**src/rtl/dpram_arb_pkg.sv**
```systemverilog
// ----------------------------------------------------------------------------
// dpram_arb_pkg
// Shared defaults and encodings for the port-1 round-robin arbiter of the
// 64x16 dual-port RAM.
//   NREQ_DEF  : default number of requesters
//   AW_DEF    : default RAM address width (64 words)
//   DW_DEF    : default RAM data width
//   RSP_READ  : rsp_we value for a read-data response
//   RSP_WRITE : rsp_we value for a write acknowledge
// ----------------------------------------------------------------------------
package dpram_arb_pkg;

    localparam int unsigned NREQ_DEF = 4;
    localparam int unsigned AW_DEF   = 6;
    localparam int unsigned DW_DEF   = 16;

    localparam logic RSP_READ  = 1'b0;
    localparam logic RSP_WRITE = 1'b1;

endpackage

```
**src/rtl/dpram_port1_rr_arbiter_rr_pick.sv**
```systemverilog
// ----------------------------------------------------------------------------
// rr_pick
// Combinational rotating-priority picker. Returns the first set bit of
// valid_i, searching from index ptr_i upwards and wrapping modulo NREQ.
//   valid_i : per-requester valid vector
//   ptr_i   : index holding highest priority this cycle (always < NREQ)
//   grant_o : one-hot grant, all-zero when nothing is valid
//   idx_o   : index of the granted requester, 0 when nothing is valid
//   any_o   : at least one requester is valid
// ----------------------------------------------------------------------------
module rr_pick
    import dpram_arb_pkg::*;
#(
    parameter int unsigned NREQ = NREQ_DEF,
    parameter int unsigned IDW  = $clog2(NREQ)
) (
    input  logic [NREQ-1:0] valid_i,
    input  logic [IDW-1:0]  ptr_i,
    output logic [NREQ-1:0] grant_o,
    output logic [IDW-1:0]  idx_o,
    output logic            any_o
);

    logic           found;
    logic [IDW-1:0] cand;

    always_comb begin
        grant_o = '0;
        idx_o   = '0;
        found   = 1'b0;
        cand    = '0;
        for (int k = 0; k < int'(NREQ); k++) begin
            cand = IDW'((int'(ptr_i) + k) % int'(NREQ));
            if (!found && valid_i[cand]) begin
                found         = 1'b1;
                grant_o[cand] = 1'b1;
                idx_o         = cand;
            end
        end
    end

    assign any_o = |valid_i;

endmodule

```
**src/rtl/dpram_port1_rr_arbiter.sv**
```systemverilog
// ----------------------------------------------------------------------------
// dpram_port1_rr_arbiter
// Shares port 1 (read/write) of the 64x16 dual-port RAM among NREQ
// requesters with a rotating-priority arbiter. One single-word transaction
// per cycle; every accepted transaction yields one response one cycle later,
// tagged with the requester index. Port 2 of the RAM is not driven here.
//   CLK, RST_N          : clock, asynchronous active-low reset
//   req_valid/we        : per-requester valid and write(1)/read(0)
//   req_addr/wdata      : flattened per-requester address and write data
//   req_ready           : one-hot grant (gated low during reset)
//   rsp_valid/id/we     : response valid, requester index, write-ack flag
//   rsp_rdata           : RAM DO1 passed through
//   ram_en1/we/addr1/di : RAM port-1 drive
//   ram_do1             : RAM port-1 read data
// ----------------------------------------------------------------------------
module dpram_port1_rr_arbiter
    import dpram_arb_pkg::*;
#(
    parameter int unsigned NREQ = NREQ_DEF,
    parameter int unsigned AW   = AW_DEF,
    parameter int unsigned DW   = DW_DEF,
    parameter int unsigned IDW  = $clog2(NREQ)
) (
    input  logic               CLK,
    input  logic               RST_N,
    input  logic [NREQ-1:0]    req_valid,
    input  logic [NREQ-1:0]    req_we,
    input  logic [NREQ*AW-1:0] req_addr,
    input  logic [NREQ*DW-1:0] req_wdata,
    output logic [NREQ-1:0]    req_ready,
    output logic               rsp_valid,
    output logic [IDW-1:0]     rsp_id,
    output logic               rsp_we,
    output logic [DW-1:0]      rsp_rdata,
    output logic               ram_en1,
    output logic               ram_we,
    output logic [AW-1:0]      ram_addr1,
    output logic [DW-1:0]      ram_di,
    input  logic [DW-1:0]      ram_do1
);

    logic [IDW-1:0]  ptr_q, ptr_d;
    logic            rsp_valid_q, rsp_valid_d;
    logic [IDW-1:0]  rsp_id_q, rsp_id_d;
    logic            rsp_we_q, rsp_we_d;

    logic [NREQ-1:0] pick_grant;
    logic [IDW-1:0]  pick_idx;
    logic            pick_any;

    rr_pick #(
        .NREQ (NREQ),
        .IDW  (IDW)
    ) u_rr_pick (
        .valid_i (req_valid),
        .ptr_i   (ptr_q),
        .grant_o (pick_grant),
        .idx_o   (pick_idx),
        .any_o   (pick_any)
    );

    // Grants and RAM enable are masked while reset is held so nothing reaches
    // the RAM even if requesters are already asserting valid.
    assign req_ready = pick_grant & {NREQ{RST_N}};
    assign ram_en1   = pick_any & RST_N;

    // pick_idx is 0 when idle, so the payload mux then follows requester 0.
    assign ram_we    = req_we[pick_idx] & ram_en1;
    assign ram_addr1 = req_addr[int'(pick_idx)*int'(AW) +: AW];
    assign ram_di    = req_wdata[int'(pick_idx)*int'(DW) +: DW];

    always_comb begin
        ptr_d       = ptr_q;
        rsp_valid_d = ram_en1;
        rsp_id_d    = rsp_id_q;
        rsp_we_d    = rsp_we_q;
        if (ram_en1) begin
            ptr_d    = (pick_idx == IDW'(NREQ - 1)) ? '0 : pick_idx + IDW'(1);
            rsp_id_d = pick_idx;
            rsp_we_d = req_we[pick_idx] ? RSP_WRITE : RSP_READ;
        end
    end

    always_ff @(posedge CLK or negedge RST_N) begin
        if (!RST_N) begin
            ptr_q       <= '0;
            rsp_valid_q <= 1'b0;
            rsp_id_q    <= '0;
            rsp_we_q    <= 1'b0;
        end else begin
            ptr_q       <= ptr_d;
            rsp_valid_q <= rsp_valid_d;
            rsp_id_q    <= rsp_id_d;
            rsp_we_q    <= rsp_we_d;
        end
    end

    assign rsp_valid = rsp_valid_q;
    assign rsp_id    = rsp_id_q;
    assign rsp_we    = rsp_we_q;
    assign rsp_rdata = ram_do1;

endmodule

```
**config.mk**
```make
export PLATFORM = sky130hd
export DESIGN_NAME = dpram_port1_rr_arbiter
export DESIGN_NICKNAME = d
export VERILOG_FILES = /design/src/rtl/dpram_arb_pkg.sv /design/src/rtl/dpram_port1_rr_arbiter_rr_pick.sv /design/src/rtl/dpram_port1_rr_arbiter.sv
export SDC_FILE = /design/constraint.sdc
export NUM_CORES = 1
export LEC_CHECK = 0
export BUFFER_PORTS_ARGS = -buffer_cell sky130_fd_sc_hd__buf_2
export CORE_MARGIN = 2
export CORE_UTILIZATION = 38
export CTS_BUF_LIST = sky130_fd_sc_hd__clkbuf_4
export CTS_CLUSTER_DIAMETER = 80
export DETAILED_ROUTE_END_ITERATION = 16
export PLACE_DENSITY = 0.84
export SLEW_MARGIN = 15
export SYNTH_ARGS = -nofsm -noshare
export SYNTH_HDL_FRONTEND = slang
export SYNTH_SLANG_ARGS = --single-unit
```
**constraint.sdc**
```tcl
create_clock -name CLK -period 3.5 [get_ports CLK]
set_input_delay 0.35 -clock CLK [delete_from_list [all_inputs] [get_ports CLK]]
set_output_delay 0.35 -clock CLK [all_outputs]
set_load 0.1 [all_outputs]
```
==> results of run 1 <==
==> state kept, by name (all words and copies together) (netlist names) <==
| register | count |
|---|---|
| rsp_valid | 1 |
| rsp_we | 1 |
| ptr_q | 2 |
| rsp_id | 2 |
==> critical path: cells and delay by family, from the launching register on <==
family / cells / cell delay (ps)
buf+inv: 5 / 860
simple gates: 3 / 470
flops: 1 / 390
mux: 1 / 340
compound gates: 2 / 330
fa+ha+maj: 1 / 310
==> layer usage <==
metal  global-route usage, %  vias to the layer above  share of wire (%)
met1                    30.4                     1134                 36
met3                    8.58                       18                8.5
met2                    51.2                      145                 53
met4                    5.56                        0                2.3
li1                        -                     1117                  -
met5                       0                        -                  0
==> cell usage in the layout (no fill, tap or decap), types with 2 or more instances in the layout <==
| master | synthesis | layout |
|---|---|---|
| mux4_2 | 4 | 4 |
| a32oi_4 | 0 | 22 |
| buf_4 | 18 | 15 |
| nand3_1 | 3 | 3 |
| buf_12 | 0 | 31 |
| dfrtp_1 | 6 | 6 |
| o21ai_0 | 11 | 9 |
| o211ai_1 | 3 | 3 |
| a22oi_1 | 8 | 8 |
| and2_1 | 4 | 4 |
| a21oi_1 | 28 | 27 |
| nor3_1 | 7 | 7 |
| nor2_1 | 3 | 3 |
| buf_2 | 14 | 102 |
| clkbuf_16 | 0 | 2 |
| mux2i_1 | 4 | 4 |
| nand2_2 | 0 | 6 |
| ha_1 | 9 | 8 |
| nand2_1 | 76 | 70 |
| inv_1 | 5 | 4 |
| clkbuf_4 | 0 | 3 |
==> area by class of cell <==
type	instances	area, um^2
Sequential cell	6	150
Clock buffer	3	22.5
Fill cell	249	792
Tap cell	50	62.6
Timing Repair Buffer	153	1350
Inverter	6	28.8
Multi-Input combinational cell	195	1680
==> cells by family after synthesis <==
kind of cell    count (synthesis)  share of synthesized area [%]
buf+inv                        45                           17.3
mux                             8                           7.92
flops                           6                           9.14
compound gates                 79                           32.6
simple gates                   99                           26.2
fa+ha+maj                       9                           6.85
==> how the worst min path moves through the flow <==
stage | end | slack [ps] | cells after the start
after floorplan | ptr_q[0] | 50 | 0
after global placement | rsp_we | 220 | 1
after detailed placement | rsp_we | 220 | 1
after CTS | rsp_we | 490 | 2
after global routing | rsp_id[0] | 490 | 2
final | rsp_id[0] | 480 | 2
==> timing repair <==
| action | in CTS | in global routing |
|---|---|---|
| pin swaps | 2 | 1 |
| gates cloned | 1 | 2 |
| hold buffers | 1 | 0 |
| setup buffers | 5 | 3 |
| hold endpoints to repair | 6 | 0 |
| endpoints found under the setup margin | 23 | 22 |
| resized for setup | 0 | 4 |
==> metrics by stage <==
stage          setup TNS (ps)  area [um^2]  instances
3_3_place_gp                0         3100        398
6_report                    0         3290        413
4_1_cts                     0         3210        408
3_5_place_dp                0         3100        398
2_1_floorplan            -850         2120        246
5_1_grt                 -4.13         3290        413
==> flow_summary.json, run 1 <==
{
  "synth_area_um2": 1640,
  "synthesized_area_per_cell_um2": 6.68,
  "clock_tree.buffer_depth": 2,
  "worstReg2RegStart": "ptr_q[0]",
  "ff2ff_path_depth": 11,
  "timing.fmax_mhz": 299,
  "synth.most_common_cell": "nand2_1",
  "final_antenna_net_count": 0,
  "period_needed_ps": 3340,
  "wl_mm": 7.50,
  "synth_cell_types": 32,
  "critical_path_max_stage_delay_ps": 390,
  "die_height_um": 69.8,
  "layout-drive-gt1-share_pct": 54.0,
  "layout.core_utilization_pct": 80.6,
  "cp-end-kind": "output port",
  "number_of_remaining_drc_errors": 0,
  "ff2ff_setup_slack_ps": 530,
  "worstSetupPathType": "reg2out",
  "crit_path_start_kind": "flip-flop",
  "critPathSlowestCell": "dfrtp_1",
  "synth_top_cells_by_count": "76 x nand2_1, 28 x a21oi_1, 22 x a32oi_1",
  "final_hold_viol_count": 0,
  "die_area_um2": 4870,
  "worst_skew_pair.late_latency_ps": 260,
  "globalRouteOverflowTotal": 0,
  "number_of_buffers_created_by_cts": 3,
  "yosys.area.top_type_share_pct": 17.4,
  "worstHoldPathType": "in2async",
  "first_global_vias": 2381,
  "via_per_inst": 5.85,
  "cp_launch_point": "ptr_q[0]",
  "global_route_wire_length_before_repair_mm": 11.0,
  "synthesized_netlist_cell_count": 246,
  "status": "finished, final reports clean",
  "hold_worst_slack_ps": 483,
  "cts_root_buf": "clkbuf_4",
  "worstPathMaxFanout": 17,
  "die_x_um": 69.8,
  "max_cap_violations": 0,
  "cts_htree_levels": 1,
  "synth_area_leader_cell": "nand2_1",
  "design.core.area_um2": 4090,
  "synthArstFlopShare_pct": 100,
  "timing.final.crit_share_pct": 95.5,
  "tritoncts_clock_tree": "done",
  "path_clk_slew_ps": 50,
  "synth_sequential_area_ratio_pct": 9.14,
  "grt_antenna_before_repair": 0,
  "synth.area.top_cells": "nand2_1 17%, a32oi_1 12%, dfrtp_1 9.1%, a21oi_1 8.5%, buf_4 8.2%",
  "detailed_place_hpwl_mm": 5.52,
  "starting_drt_drc_count": 154,
  "cts.sink_count": 6,
  "report.final.setup_viol": 0,
  "worstReg2RegEnd": "ptr_q[1]",
  "detailedPlace.worstSlack_ps": 50.2,
  "globalplace.congestion": 0.903,
  "synth-edff-count": 0,
  "timing.max_slew.rel_slack_pct": 67.8,
  "drt-pass1-iter-count": 4,
  "wl_per_cell_um": 18.2,
  "crit_chain": "clkinvlp_4 > ha_4 > mux4_2 > nor4b_4 > buf_4 > nand2_1 > o41ai_4 > buf_6 > buf_12 > nand2_1 > a32oi_4 > buf_12",
  "ys_seq_elements": 6,
  "layout-area-overhead-vs-synth_pct": 101,
  "critPathRequiredTime_ps": 3150,
  "num_vias": 2414,
  "synthesis.nets": 369,
  "ys_warn_count": 0,
  "num-nets-final": 488,
  "floorplan.initialDensity_pct": 40.2,
  "diodes": 0,
  "worst_case_clock_skew_ps": 4.07,
  "crit_path_end": "ram_di[4]",
  "timing_max_transition_violations_final": 0,
  "worst_pin_slew_ps": 487,
  "setup_slack_after_layout_ps": 159,
  "dominantRegCellSynth": "dfrtp_1",
  "worstPathArrival_ps": 2990,
  "io_pins": 162,
  "grt_start_max_net_pins": 43,
  "rows": 23,
  "io_buffer_count": 129,
  "grt_util_all_layers_pct": 27.4
}
Power of run 1 is left out: the tool's default activity adds up to more than one toggle a clock period on the data nets, which glitch-free logic cannot reach.
==> inputs of run 2 (changes only) <==
ABC_AREA = 1   (was not set)
CORE_UTILIZATION = 39   (was 38)
==> flow_summary.json, run 2 <==
{
  "status": "finished, final reports clean",
  "timing_max_transition_violations_final": 0,
  "layout-area-overhead-vs-synth_pct": 51.9,
  "design.core.area_um2": 4350,
  "yosys.area.top_type_share_pct": 18.7,
  "worstSetupPathType": "reg2out",
  "number_of_buffers_created_by_cts": 3,
  "fillCellCount": 406,
  "synth.most_common_cell": "nand2_1",
  "wl_per_cell_um": 12.0,
  "timing.fmax_mhz": 322,
  "cts_root_buf": "clkbuf_4",
  "final_hold_viol_count": 0,
  "layout.cells.most_common": "buf_2",
  "critPathRequiredTime_ps": 3150,
  "grt_antenna_before_repair": 0,
  "worst_skew_pair.late_latency_ps": 240,
  "period_needed_ps": 3110,
  "crit_path_start_kind": "flip-flop",
  "synth_top_cells_by_count": "88 x nand2_1, 45 x nor2_1, 39 x inv_1",
  "diodes": 0,
  "synthesized_area_per_cell_um2": 5.69,
  "layout.cells.most_common_list": "106 x buf_2, 87 x nand2_1, 45 x nor2_1",
  "number_of_remaining_drc_errors": 0,
  "max_cap_violations": 0,
  "synth.area.top_cells": "nand2_1 19%, nor2_1 9.5%, dfrtp_1 8.5%, inv_1 8.3%, buf_4 7.2%",
  "clock_tree.buffer_depth": 2,
  "cts_htree_levels": 1,
  "globalplace.congestion": 0.932,
  "globalRouteOverflowTotal": 0,
  "ys_warn_count": 0,
  "global_route_wire_length_before_repair_mm": 8.84,
  "grt_start_max_net_pins": 67,
  "layout-drive-gt1-share_pct": 39.2,
  "worst_pin_slew_ps": 500,
  "place_area_um2": 2660,
  "timing.final.crit_share_pct": 88.9,
  "multi_input_comb_area_um2": 1240,
  "rows": 24,
  "rsz0062_at_grt": "no",
  "worstPathArrival_ps": 2760,
  "worstPathMaxFanout": 66,
  "timing.max_slew.rel_slack_pct": 66.9,
  "floorplan.initialDensity_pct": 40.7,
  "cp-end-kind": "output port",
  "synth_area_um2": 1770,
  "synth_cell_types": 27,
  "die_x_um": 71.4,
  "synth_area_leader_cell": "nand2_1",
  "detailed_place_hpwl_mm": 4.63,
  "num_vias": 2247,
  "tritoncts_clock_tree": "done",
  "via_per_inst": 4.80,
  "first_global_vias": 2072,
  "synthesized_netlist_cell_count": 311,
  "synth_sequential_area_ratio_pct": 8.48,
  "report.final.setup_viol": 0,
  "post_cts.repair.setup_buffers": 0,
  "dominantRegCellSynth": "dfrtp_1",
  "drt-pass1-iter-count": 4,
  "num-nets-final": 541,
  "die_height_um": 71.4,
  "path_clk_slew_ps": 50,
  "die_area_um2": 5090,
  "totalNegativeSetupSlack_ps": 0,
  "cts.sink_count": 6,
  "synth-edff-count": 0,
  "synthArstFlopShare_pct": 100,
  "regArea_um2": 151,
  "worst_case_clock_skew_ps": 2.90,
  "ys_seq_elements": 6,
  "starting_drt_drc_count": 112,
  "grt_util_all_layers_pct": 20.7,
  "worstHoldPathType": "reg2reg",
  "io_buffer_count": 129,
  "synthesis.nets": 434,
  "wl_mm": 5.62,
  "final_antenna_net_count": 0,
  "finalInstanceArea_um2": 2690,
  "io_pins": 162
}
run 2: cell count changes after synthesis, moves of 7 or more:
cell      before  now
nor3_1         7    0
nand2_1       76   88
o211ai_2       0    9
o21ai_0       11   20
a21oi_1       28    1
a32oi_1       22    0
inv_1          5   39
o211ai_1       3   13
nand3_1        3   20
nor2_1         3   45
run 2: path summary, 6_finish.rpt:
| kind | depth (start not counted) | startpoint | slack [ps] | end |
|---|---|---|---|---|
| min in group asynchronous | 2 | RST_N | 510 | rsp_we |
| max in group asynchronous | 2 | RST_N | 2780 | ptr_q[1] |
| hold reg to reg | 1 | rsp_id[0] | 480 | rsp_id[0] |
| hold / removal | 1 | rsp_id[0] | 480 | rsp_id[0] |
| setup / recovery | 15 | ptr_q[1] | 390 | ram_di[12] |
| setup reg to reg | 14 | ptr_q[1] | 900 | ptr_q[1] |
run 2: cells by family (layout without fill, tap and decap cells):
logic type / after synthesis / in the layout / synth area share [%]
AOI/OAI and AO/OA: 53 / 53 / 21.8
adders and majority gates: 9 / 9 / 6.36
buffers and inverters: 73 / 178 / 21.8
DFF: 6 / 6 / 8.48
and+or+nand+nor: 170 / 170 / 41.5
run 2: timing repair:
item                                    4_1_cts  5_1_grt
hold buffers                                  1        0
hold endpoints to repair                      6        0
endpoints found under the setup margin        0        1
resized for setup                             0        1
run 2: area by class of cell:
type / count / share of cell area (%)
Multi-Input combinational cell: 232 / 46.3
Inverter: 42 / 5.86
Tap cell: 52 / 2.42
Timing Repair Buffer: 133 / 39.0
Clock buffer: 3 / 0.838
Sequential cell: 6 / 5.63
run 2: per-layer routing:
layer / wire [um] / track usage (%) / vias up / part of all wire (%)
met5: 0 / 0 / - / 0
met4: 50 / 5.66 / 0 / 0.89
met3: 457 / 4.78 / 6 / 8.1
met2: 2810 / 36.5 / 92 / 50
met1: 2300 / 25.1 / 959 / 41
li1: - / - / 1190 / -
run 2: worst max-delay path, cell delays in order, from the launching register on:
cell and delay, ps:
dfrtp_2 460, inv_2 160, ha_1 310, inv_1 110, nand3_1 80, nand2_1 130
nor2_2 90, nor2_2 130, nand2_4 80, nand2_4 100, buf_12 270, nor2_1 70
nor2_1 90, o21ai_0 100, nand2_1 130, buf_12 180
run 2: metrics by stage:
step / util [%] / worst slack [ps] / instances / hold WS, ps
6_report: 61.8 / 390 / 468 / 483
4_1_cts: 61.7 / 303 / 468 / 478
3_3_place_gp: 61.0 / 710 / 464 / 216
5_1_grt: 61.8 / 104 / 468 / 500
2_1_floorplan: - / 476 / 311 / 54.4
3_5_place_dp: 61.0 / 576 / 464 / 224
Power of run 2 is left out for the same reason.
==> inputs of run 3 (changes only) <==
CORE_UTILIZATION = 38   (was 39)
SYNTH_HIERARCHICAL = 1   (was not set)
==> flow_summary.json, run 3 <==
{
  "num_vias": 2217,
  "status": "finished, final reports clean",
  "layout-drive-gt1-share_pct": 49.7,
  "critical_path.most_common_cell": "nor2_1",
  "synthesis.nets": 386,
  "synthesized_area_per_cell_um2": 6.20,
  "layout.cells.most_common": "buf_2",
  "num-nets-final": 498,
  "ys_warn_count": 6,
  "grt_util_all_layers_pct": 20.5,
  "detailed_place_hpwl_mm": 4.49,
  "drt-pass1-iter-count": 4,
  "final_hold_viol_count": 0,
  "synth_area_um2": 1650,
  "ys_seq_elements": 6,
  "first_global_vias": 2026,
  "synth.most_common_cell": "nor2_1",
  "synth_top_cells_by_count": "45 x nor2_1, 33 x nand2_1, 29 x o21ai_0",
  "rsz0062_at_grt": "no",
  "path_clk_slew_ps": 40,
  "design.core.area_um2": 4090,
  "gr-max-usage-layer": "met2",
  "worst_case_clock_skew_ps": 0.986,
  "critPathSlowestCell": "buf_2",
  "worst_skew_pair.late_latency_ps": 240,
  "die_height_um": 69.9,
  "global_route_wire_length_before_repair_mm": 8.55,
  "starting_drt_drc_count": 70,
  "crit_chain": "bufinv_8 > ha_1 > inv_1 > nand3_1 > nand2_2 > o21ai_0 > nor2_1 > nor2_4 > inv_2 > buf_4 > nor2_1 > o22ai_2 > buf_2",
  "floorplan.initialDensity_pct": 40.4,
  "worst_pin_slew_ps": 491,
  "tritoncts_clock_tree": "done",
  "globalRouteMet3Util_pct": 4.76,
  "fillCellCount": 402,
  "totalNegativeSetupSlack_ps": 0,
  "cts_root_buf": "clkbuf_4",
  "regArea_um2": 151,
  "diodes": 0,
  "die_x_um": 69.9,
  "synth_sequential_area_ratio_pct": 9.10,
  "max_cap_violations": 0,
  "cts.sink_count": 6,
  "timing_max_transition_violations_final": 0,
  "synth_area_leader_cell": "nor2_1",
  "period_needed_ps": 3260,
  "worstPathArrival_ps": 2910,
  "cp-end-kind": "output port",
  "globalplace.congestion": 0.853,
  "yosys.area.top_type_share_pct": 10.2,
  "timing.max_slew.rel_slack_pct": 67.5,
  "timing.fmax_mhz": 307,
  "worstPathMaxFanout": 24,
  "die_area_um2": 4890,
  "critical_path_max_stage_delay_ps": 450,
  "synth_cell_types": 29,
  "layout-area-overhead-vs-synth_pct": 44.4,
  "wl_per_cell_um": 13.2,
  "critPathRequiredTime_ps": 3150,
  "worstHoldPathType": "reg2reg",
  "gr_util_met1_pct": 22.3,
  "synth-edff-count": 0,
  "final_antenna_net_count": 0,
  "ff2ff_setup_slack_ps": 1030,
  "synthArstFlopShare_pct": 100,
  "via_per_inst": 5.20,
  "clock_tree.buffer_depth": 2,
  "cp_launch_point": "ptr_q[1]",
  "wl_mm": 5.62,
  "hold_path_startpoint": "rsp_we",
  "number_of_buffers_created_by_cts": 3,
  "number_of_remaining_drc_errors": 0,
  "report.final.setup_viol": 0,
  "io_buffer_count": 129,
  "synth.area.top_cells": "nor2_1 10%, dfrtp_1 9.1%, o21ai_0 8.8%, nand2_1 7.5%, nand3_1 7.3%",
  "worstReg2RegStart": "ptr_q[1]",
  "timing.final.crit_share_pct": 93.1,
  "rows": 23,
  "multi_input_comb_area_um2": 1260,
  "grt_use_met2_pct": 40.2,
  "globalRouteOverflowTotal": 0,
  "io_pins": 162,
  "dominantRegCellSynth": "dfrtp_1",
  "grt_start_max_net_pins": 25,
  "grt_antenna_before_repair": 0,
  "synthesized_netlist_cell_count": 266,
  "crit_path_start_kind": "flip-flop",
  "cts_htree_levels": 1,
  "worstSetupPathType": "reg2out",
  "layout.cells.most_common_list": "108 x buf_2, 44 x nor2_1, 33 x nand2_1"
}
[run 3: cell types whose count changed after synthesis, moves of 4 or more]
| cell | before | now |
|---|---|---|
| nand3_1 | 20 | 24 |
| buf_2 | 9 | 5 |
| o211ai_1 | 13 | 0 |
| o21ai_0 | 20 | 29 |
| nand2_1 | 88 | 33 |
| o21ai_1 | 4 | 19 |
| o211ai_2 | 9 | 0 |
| o22ai_1 | 0 | 18 |
| inv_1 | 39 | 18 |
| a21oi_1 | 1 | 5 |
[run 3: metrics by stage]
step | util, % | worst slack (ps) | hold WS [ps] | instances | instance area (um^2)
after floorplan | - | 210 | 54.4 | 266 | 1760
after global placement | 55.9 | 332 | 213 | 420 | 2280
after CTS | 56.9 | 5.76 | 476 | 424 | 2320
final | 58.3 | 241 | 475 | 426 | 2380
after detailed placement | 55.9 | 247 | 218 | 420 | 2280
after global routing | 58.3 | 24.4 | 504 | 426 | 2380
[run 3: metal layers]
metal	up-vias	part of all wire, %
met3	6	6.2
met4	0	1.0
met2	100	52
met1	1009	41
li1	1102	-
met5	-	0
[run 3: kinds of logic after synthesis]
family / after synthesis / synth area share, %
flops: 6 / 9.10
simple gates: 120 / 35.9
compound gates: 80 / 28.5
buf+inv: 54 / 22.0
fa+ha+maj: 6 / 4.55
[run 3: path summary, 6_finish.rpt]
check,endpoint,cells after the start
max,ram_di[9],13
min,rsp_we,2
max reg2reg,rsp_we,15
min reg2reg,rsp_we,2
max in group asynchronous,ptr_q[1],2
min in group asynchronous,rsp_we,2
[run 3: area by class of cell]
type / count / share of cell area (%)
multi-input combinational: 206 / 52.8
clock buffer: 3 / 0.945
inverter: 23 / 4.52
sequential: 6 / 6.36
tap: 50 / 2.63
timing repair buffer: 138 / 32.8
[run 3: worst max-delay path: cells and delay by family, from the launching register on]
| kind | cells | cell delay, ps |
|---|---|---|
| adders and majority gates | 1 | 320 |
| DFF | 1 | 410 |
| buffers and inverters | 5 | 1110 |
| AOI/OAI and AO/OA | 2 | 260 |
| and+or+nand+nor | 5 | 580 |
[run 3: timing repair]
| item | 4_1_cts | 5_1_grt |
|---|---|---|
| setup endpoints to repair | 3 | 23 |
| resized for setup | 3 | 22 |
| endpoints found under the hold margin | 6 | 0 |
| hold buffers | 1 | 0 |
| buffers inserted | 0 | 2 |
| pin swaps | 0 | 1 |
Power of run 3 is left out for the same reason.
